File: config.mk
export PLATFORM = sky130hd
export DESIGN_NAME = wb_result_arbiter
export DESIGN_NICKNAME = d
export VERILOG_FILES = /design/src/rtl/wb_result_arbiter_pkg.sv /design/src/rtl/wb_rr_pick.sv /design/src/rtl/wb_result_arbiter.sv
export SDC_FILE = /design/constraint.sdc
export NUM_CORES = 1
export LEC_CHECK = 0
export CAP_MARGIN = 20
export CORE_MARGIN = 3
export CORE_UTILIZATION = 49
export CTS_BUF_LIST = sky130_fd_sc_hd__clkbuf_8 sky130_fd_sc_hd__clkbuf_16
export DETAILED_ROUTE_END_ITERATION = 10
export PLACE_DENSITY = 0.8
export SETUP_SLACK_MARGIN = 0.3
export SLEW_MARGIN = 20
export SYNTH_ARGS = -nofsm -noshare
export SYNTH_HDL_FRONTEND = slang
export SYNTH_SLANG_ARGS = --single-unit
File: constraint.sdc
create_clock -name clk -period 8.4 [get_ports clk]
set_input_delay 2.52 -clock clk [delete_from_list [all_inputs] [get_ports clk]]
set_output_delay 2.52 -clock clk [all_outputs]
set_load 0.03 [all_outputs]
File: src/rtl/wb_result_arbiter_pkg.sv
// wb_result_arbiter_pkg: shared writeback constants, constant-code encoding and zom mapping.
package wb_result_arbiter_pkg;
  localparam int NSRC_DEF = 7;
  localparam int AW_DEF = 5;
  localparam int DW_DEF = 32;
  localparam logic [2:0] ZOM_NONE = 3'b000;
  localparam logic [2:0] ZOM_ZERO = 3'b001;
  localparam logic [2:0] ZOM_ONE = 3'b010;
  localparam logic [2:0] ZOM_MONE = 3'b100;
  typedef enum logic [1:0] {
    CONST_ZERO = 2'd0,
    CONST_ONE  = 2'd1,
    CONST_MONE = 2'd2,
    CONST_ILL  = 2'd3
  } const_code_e;
  // The illegal code falls back to writing zero.
  function automatic logic [2:0] zom_of(input logic [1:0] code);
    return code == CONST_ONE ? ZOM_ONE : code == CONST_MONE ? ZOM_MONE : ZOM_ZERO;
  endfunction
endpackage

File: src/rtl/wb_rr_pick.sv
// wb_rr_pick: combinational round-robin first-one finder starting at ptr.
module wb_rr_pick #(
  parameter int N = 7,
  parameter int PW = $clog2(N)
) (
  input  logic [N-1:0]  req,
  input  logic [PW-1:0] ptr,
  output logic [N-1:0]  gnt,
  output logic [PW-1:0] idx,
  output logic          any
);
  logic [PW-1:0] c;
  always_comb begin
    idx = '0;
    any = 1'b0;
    c = '0;
    for (int k = 0; k < N; k++) begin
      c = PW'((int'(ptr) + k) % N);
      if (!any && req[c]) begin
        idx = c;
        any = 1'b1;
      end
    end
    gnt = any ? N'(1) << idx : '0;
  end
endmodule

File: src/rtl/wb_result_arbiter.sv
// wb_result_arbiter: arbitrates completions onto the writeback mux and a registered GPR write port.
module wb_result_arbiter
  import wb_result_arbiter_pkg::*;
#(
  parameter int NSRC = NSRC_DEF,
  parameter int AW = AW_DEF,
  parameter int DW = DW_DEF,
  parameter int STARVE_LIMIT = 8
) (
  input  logic             clk,
  input  logic             reset,
  input  logic [NSRC-1:0]  src_valid,
  input  logic [NSRC*AW-1:0] src_tgt,
  output logic [NSRC-1:0]  src_ready,
  input  logic             const_valid,
  input  logic [1:0]       const_code,
  input  logic [AW-1:0]    const_tgt,
  output logic             const_ready,
  output logic [NSRC-1:0]  sel,
  output logic [2:0]       zom,
  input  logic [DW-1:0]    mux_result,
  output logic             wb_valid,
  output logic [AW-1:0]    wb_addr,
  output logic [DW-1:0]    wb_data,
  input  logic             wb_ready,
  output logic             const_err
);
  localparam int PW = $clog2(NSRC);
  localparam int SW = $clog2(STARVE_LIMIT + 1);
  logic [PW-1:0] rr_ptr;
  logic [SW-1:0] starve_cnt;
  logic [NSRC-1:0] gnt;
  logic [PW-1:0] idx;
  logic any, slot_free, starved, gc, gs;
  wb_rr_pick #(.N(NSRC), .PW(PW)) u_pick (
    .req(src_valid),
    .ptr(rr_ptr),
    .gnt(gnt),
    .idx(idx),
    .any(any)
  );
  // Reset gates the grant path so the mux stays quiet during reset.
  always_comb begin
    slot_free = !reset && (!wb_valid || wb_ready);
    starved = const_valid && starve_cnt >= SW'(STARVE_LIMIT);
    gc = slot_free && const_valid && (starved || !any);
    gs = slot_free && !gc && any;
    src_ready = gs ? gnt : '0;
    sel = src_ready;
    const_ready = gc;
    zom = gc ? zom_of(const_code) : ZOM_NONE;
  end
  always_ff @(posedge clk or posedge reset) begin
    if (reset) begin
      wb_valid <= 1'b0;
      wb_addr <= '0;
      wb_data <= '0;
      const_err <= 1'b0;
      rr_ptr <= '0;
      starve_cnt <= '0;
    end else begin
      const_err <= gc && const_code == CONST_ILL;
      if (gs || gc) begin
        wb_valid <= 1'b1;
        wb_data <= mux_result;
        wb_addr <= gc ? const_tgt : src_tgt[int'(idx)*AW +: AW];
      end else if (wb_ready) begin
        wb_valid <= 1'b0;
      end
      if (gs) rr_ptr <= idx == PW'(NSRC - 1) ? '0 : idx + 1'b1;
      starve_cnt <= (!const_valid || gc) ? '0 : starved ? starve_cnt : starve_cnt + 1'b1;
    end
  end
  a_sel_onehot: assert property (@(posedge clk) disable iff (reset) $onehot0(sel));
  a_sel_zom: assert property (@(posedge clk) disable iff (reset) sel != '0 |-> zom == ZOM_NONE);
  a_one_ready: assert property (@(posedge clk) disable iff (reset) $onehot0({src_ready, const_ready}));
endmodule

==> reports/summary.log, run 1 <==
qor: grt.globalRouteOverflowTotal 0
qor: detailed_routing.wirelength 16.3 mm
qor: yosys.synth_adder_area_share 6.84%
qor: clocking.cts.sinks 46
qor: clocking.cts_max_path_buffers 2
qor: sta.hold_viol_final 0
qor: critical_path.critical_path.startpoint_type input port
qor: sta.max-slew-margin-rel 59.4%
qor: sta.worst_pin_slew 0.603 ns
qor: outcome.outcome finished, final reports clean
qor: yosys.synth_simple_gate_area_share 19.0%
qor: detailed_routing.drt-vias-per-instance 5.95
qor: yosys.synth_top_family_by_area compound AO/OA/AOI/OAI gates
qor: floorplanning.fp-row-count 35
qor: critical_path.crit_required 5.88 ns
qor: critical_path.max_fanout_on_critical_path 6
qor: yosys.syn-cell-area 4750 um2
qor: yosys.synth.ff_latch_count 46
qor: run.max-cap-violations 0
qor: yosys.asyncSetResetFlopFracSynth 100%
qor: final_layout.mostFrequentLayoutCells 118 x sky130_fd_sc_hd__clkdlybuf4s50_1, 54 x sky130_fd_sc_hd__buf_4, 46 x sky130_fd_sc_hd__dfrtp_1
qor: placement.dp.final_hpwl 12.6 mm
qor: yosys.netlist-cell-type-count 85
qor: floorplanning.die_height 105 um
qor: yosys.post_synthesis_compound_gate_area_fraction 26.0%
qor: floorplanning.ios 142
qor: clocking.path_clk_slew 0.09 ns
qor: yosys.number_of_synthesized_flops_with_an_enable_pin 0
qor: yosys.syn_area_per_cell 8.60 um2
qor: clocking.cts-hold-fix-buffers 0
qor: detailed_routing.via_count 4943
qor: critical_path.worst-setup-path-type in2out
qor: yosys.fraction_of_synthesized_area_in_multiplexers 14.1%
qor: critical_path.reg2reg_slack 2.83 ns
qor: critical_path.setup.worst_path.end_class primary output
qor: min_path.hold-path-cell-count 2
qor: yosys.synth_xor_area_share 2.74%
qor: floorplanning.die_area 10900 um2
qor: final_layout.fin_util 71.5%
qor: min_path.hold-path-endpoint rr_ptr[2]
qor: final_layout.area.growth.synth_to_final 40.3%
qor: final_layout.antenna_cells_inserted 0
qor: final_layout.layout.cells.most_common sky130_fd_sc_hd__clkdlybuf4s50_1
qor: critical_path.worstReg2RegStart rr_ptr[0]
qor: clocking.cts_buffers 5
qor: final_layout.design.final.nets 812
qor: floorplanning.fp.coreArea 9330 um2
qor: critical_path.timing.reg2reg.worst_path_depth 21
qor: grt.grt_max_degree 47
qor: detailed_routing.pre_repair_dr_iteration_count 5
qor: detailed_routing.routed_wl_per_cell 19.6 um
qor: min_path.hold_class reg2reg
qor: sta.period_minus_slack 8.02 ns
qor: yosys.yosys_most_used_dff sky130_fd_sc_hd__dfrtp_1
qor: sta.grt_setup_unrepaired yes
qor: clocking.cts_tree done
qor: critical_path.worstReg2RegEnd wb_addr[1]
qor: detailed_routing.antenna_left 0
qor: clocking.cts_root_buf sky130_fd_sc_hd__clkbuf_8
qor: yosys.synthCells 553
qor: clocking.deepest_level_of_the_cts_h_tree 2
qor: detailed_routing.drt_iter0_markers 398
qor: sta.clock.fmax 0.125 GHz
qor: final_layout.layout.filler_cells 710
qor: yosys.syn-num-nets 664
qor: sta.timing.final.setup_violations 0
qor: grt.grt_antenna_before_repair 1
qor: placement.gp_congestion 0.997
qor: clocking.clock_network_latency_to_the_later_pin_of_the_worst_skew_pair 0.30 ns
qor: sta.worst_clk_skew 0.00998 ns
qor: critical_path.timing.critical_path.arrival 5.50 ns
qor: sta.timing_max_transition_violations_final 0
qor: min_path.hold_path.startpoint rr_ptr[2]
qor: yosys.synth_seq_area_share 24.2%
qor: grt.first_pass_grt_wire_length 25.4 mm
qor: detailed_routing.detail_route.drc_violations 0
qor: grt.grt_use_total 28.8%
qor: final_layout.post_route_cells_drive_above_1_share 23.9%
qor: placement.port_buffers 141
qor: floorplanning.effective_utilization_at_floorplan 51.0%
qor: floorplanning.die_width 105 um
qor: sta.layout_worst_path_cycle_share 95.5%
qor: grt.grt_pass1_vias 4846
qor: yosys.synth.yosys.warnings 0
registers in the layout, indices dropped and copies added (netlist names):
register and count:
wb_addr 5, const_err 1, wb_data 32, rr_ptr 3, wb_valid 1, starve_cnt 4
cells by family after synthesis:
| family | count (synthesis) |
|---|---|
| AND/OR/NAND/NOR | 170 |
| AO/OA/AOI/OAI | 167 |
| buffers and inverters | 70 |
| multiplexers | 60 |
| flip-flops | 46 |
| adder cells (fa/ha/maj) | 26 |
| XOR/XNOR | 14 |
critical path: stages:
cell and delay (ns):
sky130_fd_sc_hd__clkdlybuf4s50_1 0.43, sky130_fd_sc_hd__buf_4 0.18, sky130_fd_sc_hd__nor2b_1 0.11, sky130_fd_sc_hd__o2111ai_1 0.11
sky130_fd_sc_hd__a211o_1 0.33, sky130_fd_sc_hd__a32oi_4 0.31, sky130_fd_sc_hd__buf_6 0.15, sky130_fd_sc_hd__o311ai_1 0.11
sky130_fd_sc_hd__a32o_1 0.26, sky130_fd_sc_hd__a211oi_2 0.31, sky130_fd_sc_hd__nor2_4 0.12, sky130_fd_sc_hd__nor3_4 0.22
sky130_fd_sc_hd__and2_4 0.18, sky130_fd_sc_hd__buf_4 0.15
worst max path at each step:
stage              endpoint  cells past startpoint  slack (ns)         start
2_1_floorplan  src_ready[0]                     14        0.27  src_valid[2]
3_3_place_gp         sel[1]                     11        0.06  src_valid[3]
3_5_place_dp   src_ready[1]                     11      -0.006  src_valid[3]
4_1_cts              sel[3]                     14        0.31  src_valid[2]
5_1_grt        src_ready[0]                     15        0.28  src_valid[5]
6_report             sel[5]                     14        0.38  src_valid[6]
area by class of cell:
| cell class | instances | area, um2 | share of cell area [%] |
|---|---|---|---|
| clock buffer | 5 | 68.8 | 1.03 |
| inverter | 28 | 105 | 1.58 |
| timing repair buffer | 183 | 1700 | 25.5 |
| sequential | 46 | 1150 | 17.3 |
| multi-input combinational | 437 | 3440 | 51.5 |
| tap | 129 | 161 | 2.42 |
| clock inverter | 3 | 43.8 | 0.657 |
synthesized netlist by cell type, types with 6 or more instances:
cell type / number / area share [%]
sky130_fd_sc_hd__clkbuf_1: 13 / 1.0
sky130_fd_sc_hd__a211oi_1: 12 / 1.9
sky130_fd_sc_hd__nand3_1: 21 / 2.2
sky130_fd_sc_hd__buf_2: 16 / 1.7
sky130_fd_sc_hd__dfrtp_1: 46 / 24
sky130_fd_sc_hd__nor3b_1: 6 / 0.95
sky130_fd_sc_hd__o21ai_0: 31 / 3.3
sky130_fd_sc_hd__and3_1: 6 / 0.79
sky130_fd_sc_hd__inv_1: 24 / 1.9
sky130_fd_sc_hd__a22oi_1: 7 / 1.1
sky130_fd_sc_hd__o21a_1: 7 / 1.1
sky130_fd_sc_hd__nand2_1: 39 / 3.1
sky130_fd_sc_hd__mux2_2: 36 / 8.5
sky130_fd_sc_hd__mux2i_1: 17 / 3.6
sky130_fd_sc_hd__a21o_1: 7 / 1.1
sky130_fd_sc_hd__nand2b_1: 13 / 1.7
sky130_fd_sc_hd__and2_1: 10 / 1.3
sky130_fd_sc_hd__o211ai_1: 8 / 1.3
sky130_fd_sc_hd__xnor2_1: 10 / 1.8
sky130_fd_sc_hd__ha_1: 26 / 6.8
sky130_fd_sc_hd__nor2b_1: 10 / 1.3
sky130_fd_sc_hd__nor2_1: 30 / 2.4
sky130_fd_sc_hd__a21oi_1: 24 / 2.5
sky130_fd_sc_hd__a31oi_1: 8 / 1.1
sky130_fd_sc_hd__buf_4: 10 / 1.6
stage by stage:
stage	setup WS (ns)	instance area, um2	setup TNS, ns	hold slack (ns)	cells
3_3_place_gp	0.0551	6290	0	0.466	810
5_1_grt	0.278	6670	0	0.510	831
4_1_cts	0.310	6450	0	0.489	822
2_1_floorplan	0.267	4770	0	0.485	553
6_report	0.376	6670	0	0.488	831
3_5_place_dp	-0.00649	6290	-0.00914	0.468	810
what timing repair did:
item	in CTS	in global routing
setup buffers	4	8
pin swaps	2	8
endpoints found under the setup margin	14	17
gates resized for setup	10	41
metal layers:
metal	share of wire (%)	global-route usage, %
met1	42	37.3
met2	49	48.8
met3	7.2	6.95
met4	1.9	5.70
met5	0.11	0
Power of run 1 is left out: the tool's default activity adds up to more than one toggle a clock period on the data nets, which glitch-free logic cannot reach.
==> run 2: changes to the inputs <==
- CELL_PAD_IN_SITES_DETAIL_PLACEMENT: unset -> 1
- CELL_PAD_IN_SITES_GLOBAL_PLACEMENT: unset -> 1
- CORE_UTILIZATION: 49 -> 48
- DONT_BUFFER_PORTS: unset -> 1
- PLACE_DENSITY: 0.8 -> 0.79
==> run 2 against run 1 <==
Count of clock-buffer cells in the layout did not move. Critical path depth up 4. Sequential share of layout area increased by 5.3 points. Maximum frequency increased by 3.1%. Register-to-register slack is essentially flat. Critical endpoint unchanged. Cell count fell by 19%. Global-route usage is 1.0 points lower. Die area is 2.0% higher. Cell area decreased by 23%.
==> reports/summary.log, run 2 (same netlist as run 1, synthesis figures left out) <==
qor: final_layout.layout.cells.most_common sky130_fd_sc_hd__dfrtp_1 [was sky130_fd_sc_hd__clkdlybuf4s50_1]
qor: min_path.hold_class reg2reg [unchanged]
qor: grt.grt_antenna_before_repair 1 [unchanged]
qor: critical_path.setup.worst_path.end_class primary output [unchanged]
qor: detailed_routing.detailroute.wirelength.met3 1.12 mm [was 1.17 mm]
qor: floorplanning.ios 142 [unchanged]
qor: detailed_routing.antenna_left 0 [unchanged]
qor: floorplanning.effective_utilization_at_floorplan 50.5% [was 51.0%]
qor: grt.grt_pass1_vias 4697 [was 4846]
qor: critical_path.worst-setup-path-type reg2out [was in2out]
qor: detailed_routing.drt-vias-per-instance 6.46 [was 5.95]
qor: floorplanning.die_area 11100 um2 [was 10900 um2]
qor: critical_path.cp_max_stage_cell sky130_fd_sc_hd__dfrtp_1 [was sky130_fd_sc_hd__clkdlybuf4s50_1]
qor: detailed_routing.drt_iter0_markers 251 [was 398]
qor: clocking.cts.sinks 46 [unchanged]
qor: outcome.outcome finished, final reports clean [unchanged]
qor: placement.port_buffers 0 [was 141]
qor: final_layout.mostFrequentLayoutCells 46 x sky130_fd_sc_hd__dfrtp_1, 39 x sky130_fd_sc_hd__nand2_1, 36 x sky130_fd_sc_hd__mux2_2 [was 118 x sky130_fd_sc_hd__clkdlybuf4s50_1, 54 x sky130_fd_sc_hd__buf_4, 46 x sky130_fd_sc_hd__dfrtp_1]
qor: sta.worst_pin_slew 0.624 ns [was 0.603 ns]
qor: sta.layout_worst_path_cycle_share 92.6% [was 95.5%]
qor: placement.gp_congestion 0.998 [was 0.997]
qor: final_layout.max_flop_register wb_data [unchanged]
qor: clocking.cts_buffers 5 [unchanged]
qor: detailed_routing.met2WireLength 7.94 mm [was 8.02 mm]
qor: grt.first_pass_grt_wire_length 25.0 mm [was 25.4 mm]
qor: critical_path.critical_path.startpoint_type flop [was input port]
qor: detailed_routing.pre_repair_dr_iteration_count 4 [was 5]
qor: grt.grt_max_degree 47 [unchanged]
qor: grt.globalRouteOverflowTotal 0 [unchanged]
qor: clocking.deepest_level_of_the_cts_h_tree 2 [unchanged]
qor: placement.dp.final_hpwl 12.1 mm [was 12.6 mm]
qor: critical_path.crit_buf_inv 3 [was 4]
qor: min_path.hold-path-cell-count 2 [unchanged]
qor: sta.hold_viol_final 0 [unchanged]
qor: clocking.cts_root_buf sky130_fd_sc_hd__clkbuf_8 [unchanged]
qor: final_layout.post_route_cells_drive_above_1_share 21.8% [was 23.9%]
qor: clocking.path_clk_slew 0.10 ns [was 0.09 ns]
qor: sta.max-slew-margin-rel 58.0% [was 59.4%]
qor: critical_path.crit_required 5.88 ns [about the same]
qor: sta.timing.final.setup_violations 0 [unchanged]
qor: clocking.cts_tree done [unchanged]
qor: final_layout.layout_top_registers wb_data (32), wb_addr (5), starve_cnt (4) [unchanged]
qor: critical_path.timing.reg2reg.worst_path_depth 22 [was 21]
qor: sta.clock.fmax 0.128 GHz [was 0.125 GHz]
qor: detailed_routing.highest-signal-layer met4 [was met5]
qor: sta.worst_clk_skew 0.0143 ns [was 0.00998 ns]
qor: final_layout.largest_reg_flops 32 [unchanged]
qor: sta.timing_max_transition_violations_final 0 [unchanged]
qor: critical_path.cp_num_cells 18 [was 14]
qor: critical_path.timing.critical_path.arrival 5.26 ns [was 5.50 ns]
qor: detailed_routing.detail_route.drc_violations 0 [unchanged]
qor: detailed_routing.met1_length 6.37 mm [was 6.79 mm]
qor: critical_path.max_fanout_on_critical_path 13 [was 6]
qor: critical_path.cell_type_with_the_highest_occurrence_count_on_the_critical_path sky130_fd_sc_hd__nor2_1 [was sky130_fd_sc_hd__buf_4]
qor: floorplanning.die_width 106 um [was 105 um]
qor: run.max-cap-violations 0 [unchanged]
qor: floorplanning.die_height 106 um [was 105 um]
qor: sta.grt_setup_unrepaired no [was yes]
qor: final_layout.area.growth.synth_to_final 7.42% [was 40.3%]
qor: critical_path.cp_cell_sequence inv_1 -> ha_1 -> a21o_1 -> a32oi_1 -> ha_2 -> a21oi_1 -> a2bb2oi_2 -> nor2_1 -> mux2i_1 -> a32oi_2 -> nor4_1 -> nor3b_1 -> o221ai_1 -> o21ai_0 -> buf_4 -> nor2_1 -> and2_1 -> buf_12 [was clkdlybuf4s50_1 -> buf_4 -> nor2b_1 -> o2111ai_1 -> a211o_1 -> a32oi_4 -> buf_6 -> o311ai_1 -> a32o_1 -> a211oi_2 -> nor2_4 -> nor3_4 -> and2_4 -> buf_4]
qor: clocking.clock_network_latency_to_the_later_pin_of_the_worst_skew_pair 0.31 ns [was 0.30 ns]
qor: floorplanning.fp.coreArea 9420 um2 [was 9330 um2]
qor: clocking.cts_max_path_buffers 2 [unchanged]
qor: critical_path.cpLargestDelayFamily compound AO/OA/AOI/OAI gates [unchanged]
qor: final_layout.design.final.nets 655 [was 812]
qor: critical_path.critical-path-max-stage-delay 0.53 ns [was 0.43 ns]
qor: detailed_routing.wirelength 15.8 mm [was 16.3 mm]
qor: detailed_routing.via_count 4361 [was 4943]
qor: detailed_routing.routed_wl_per_cell 23.4 um [was 19.6 um]
qor: sta.period_minus_slack 7.78 ns [was 8.02 ns]
qor: sta.final.setup.tns 0 ns [unchanged]
qor: floorplanning.fp-row-count 35 [unchanged]
qor: grt.grt_use_total 27.8% [was 28.8%]
qor: clocking.cts-hold-fix-buffers 0 [unchanged]
## run 2: layout make-up
cell class	count	area [um2]
multi-input combinational	437	3350
clock buffer	5	68.8
clock inverter	3	23.8
tap	129	161
sequential	46	1150
timing repair buffer	26	245
fill	1110	4310
antenna	1	2.50
inverter	28	105
## run 2: final timing paths
check,end,slack (ns),from
setup / recovery,sel[5],0.62,rr_ptr[2]
hold reg to reg,starve_cnt[3],0.57,starve_cnt[3]
setup reg to reg,wb_addr[1],2.83,rr_ptr[1]
hold / removal,starve_cnt[3],0.57,starve_cnt[3]
min in group asynchronous,wb_data[3],2.28,reset
max in group asynchronous,starve_cnt[3],5.73,reset
## run 2: repair_timing
item	CTS	global route
gates resized for setup	2	14
endpoints found under the setup margin	6	18
endpoints found under the hold margin	0	0
buffers inserted	0	4
pin swaps	0	3
gates cloned	0	0
## run 2: per-layer routing
| metal | vias to the layer above | track usage, % |
|---|---|---|
| met3 | 36 | 5.70 |
| met2 | 174 | 48.8 |
| met1 | 2134 | 34.4 |
| li1 | 2017 | - |
| met4 | 0 | 7.86 |
| met5 | - | 0 |
## run 2: metrics by stage
step	setup WS, ns	hold WS, ns	util, %	cells	area, um2
3_3_place_gp	0.613	0.510	52.2	662	4920
6_report	0.617	0.565	54.2	675	5110
4_1_cts	0.310	0.560	53.3	670	5020
5_1_grt	0.295	0.593	54.2	675	5110
3_5_place_dp	0.488	0.530	52.2	662	4920
2_1_floorplan	0.267	0.485	-	553	4770
## run 2: worst reg2reg max path: cells and delay by family, from the launching register on
kind / cells / cell delay (ns)
muxes: 1 / 0.32
AOI/OAI and AO/OA: 10 / 2.29
DFF: 1 / 0.36
and+or+nand+nor: 2 / 0.65
adders and majority gates: 3 / 0.94
xor gates and xnor gates: 1 / 0.22
buffers and inverters: 5 / 0.67
Power of run 2 is left out for the same reason.
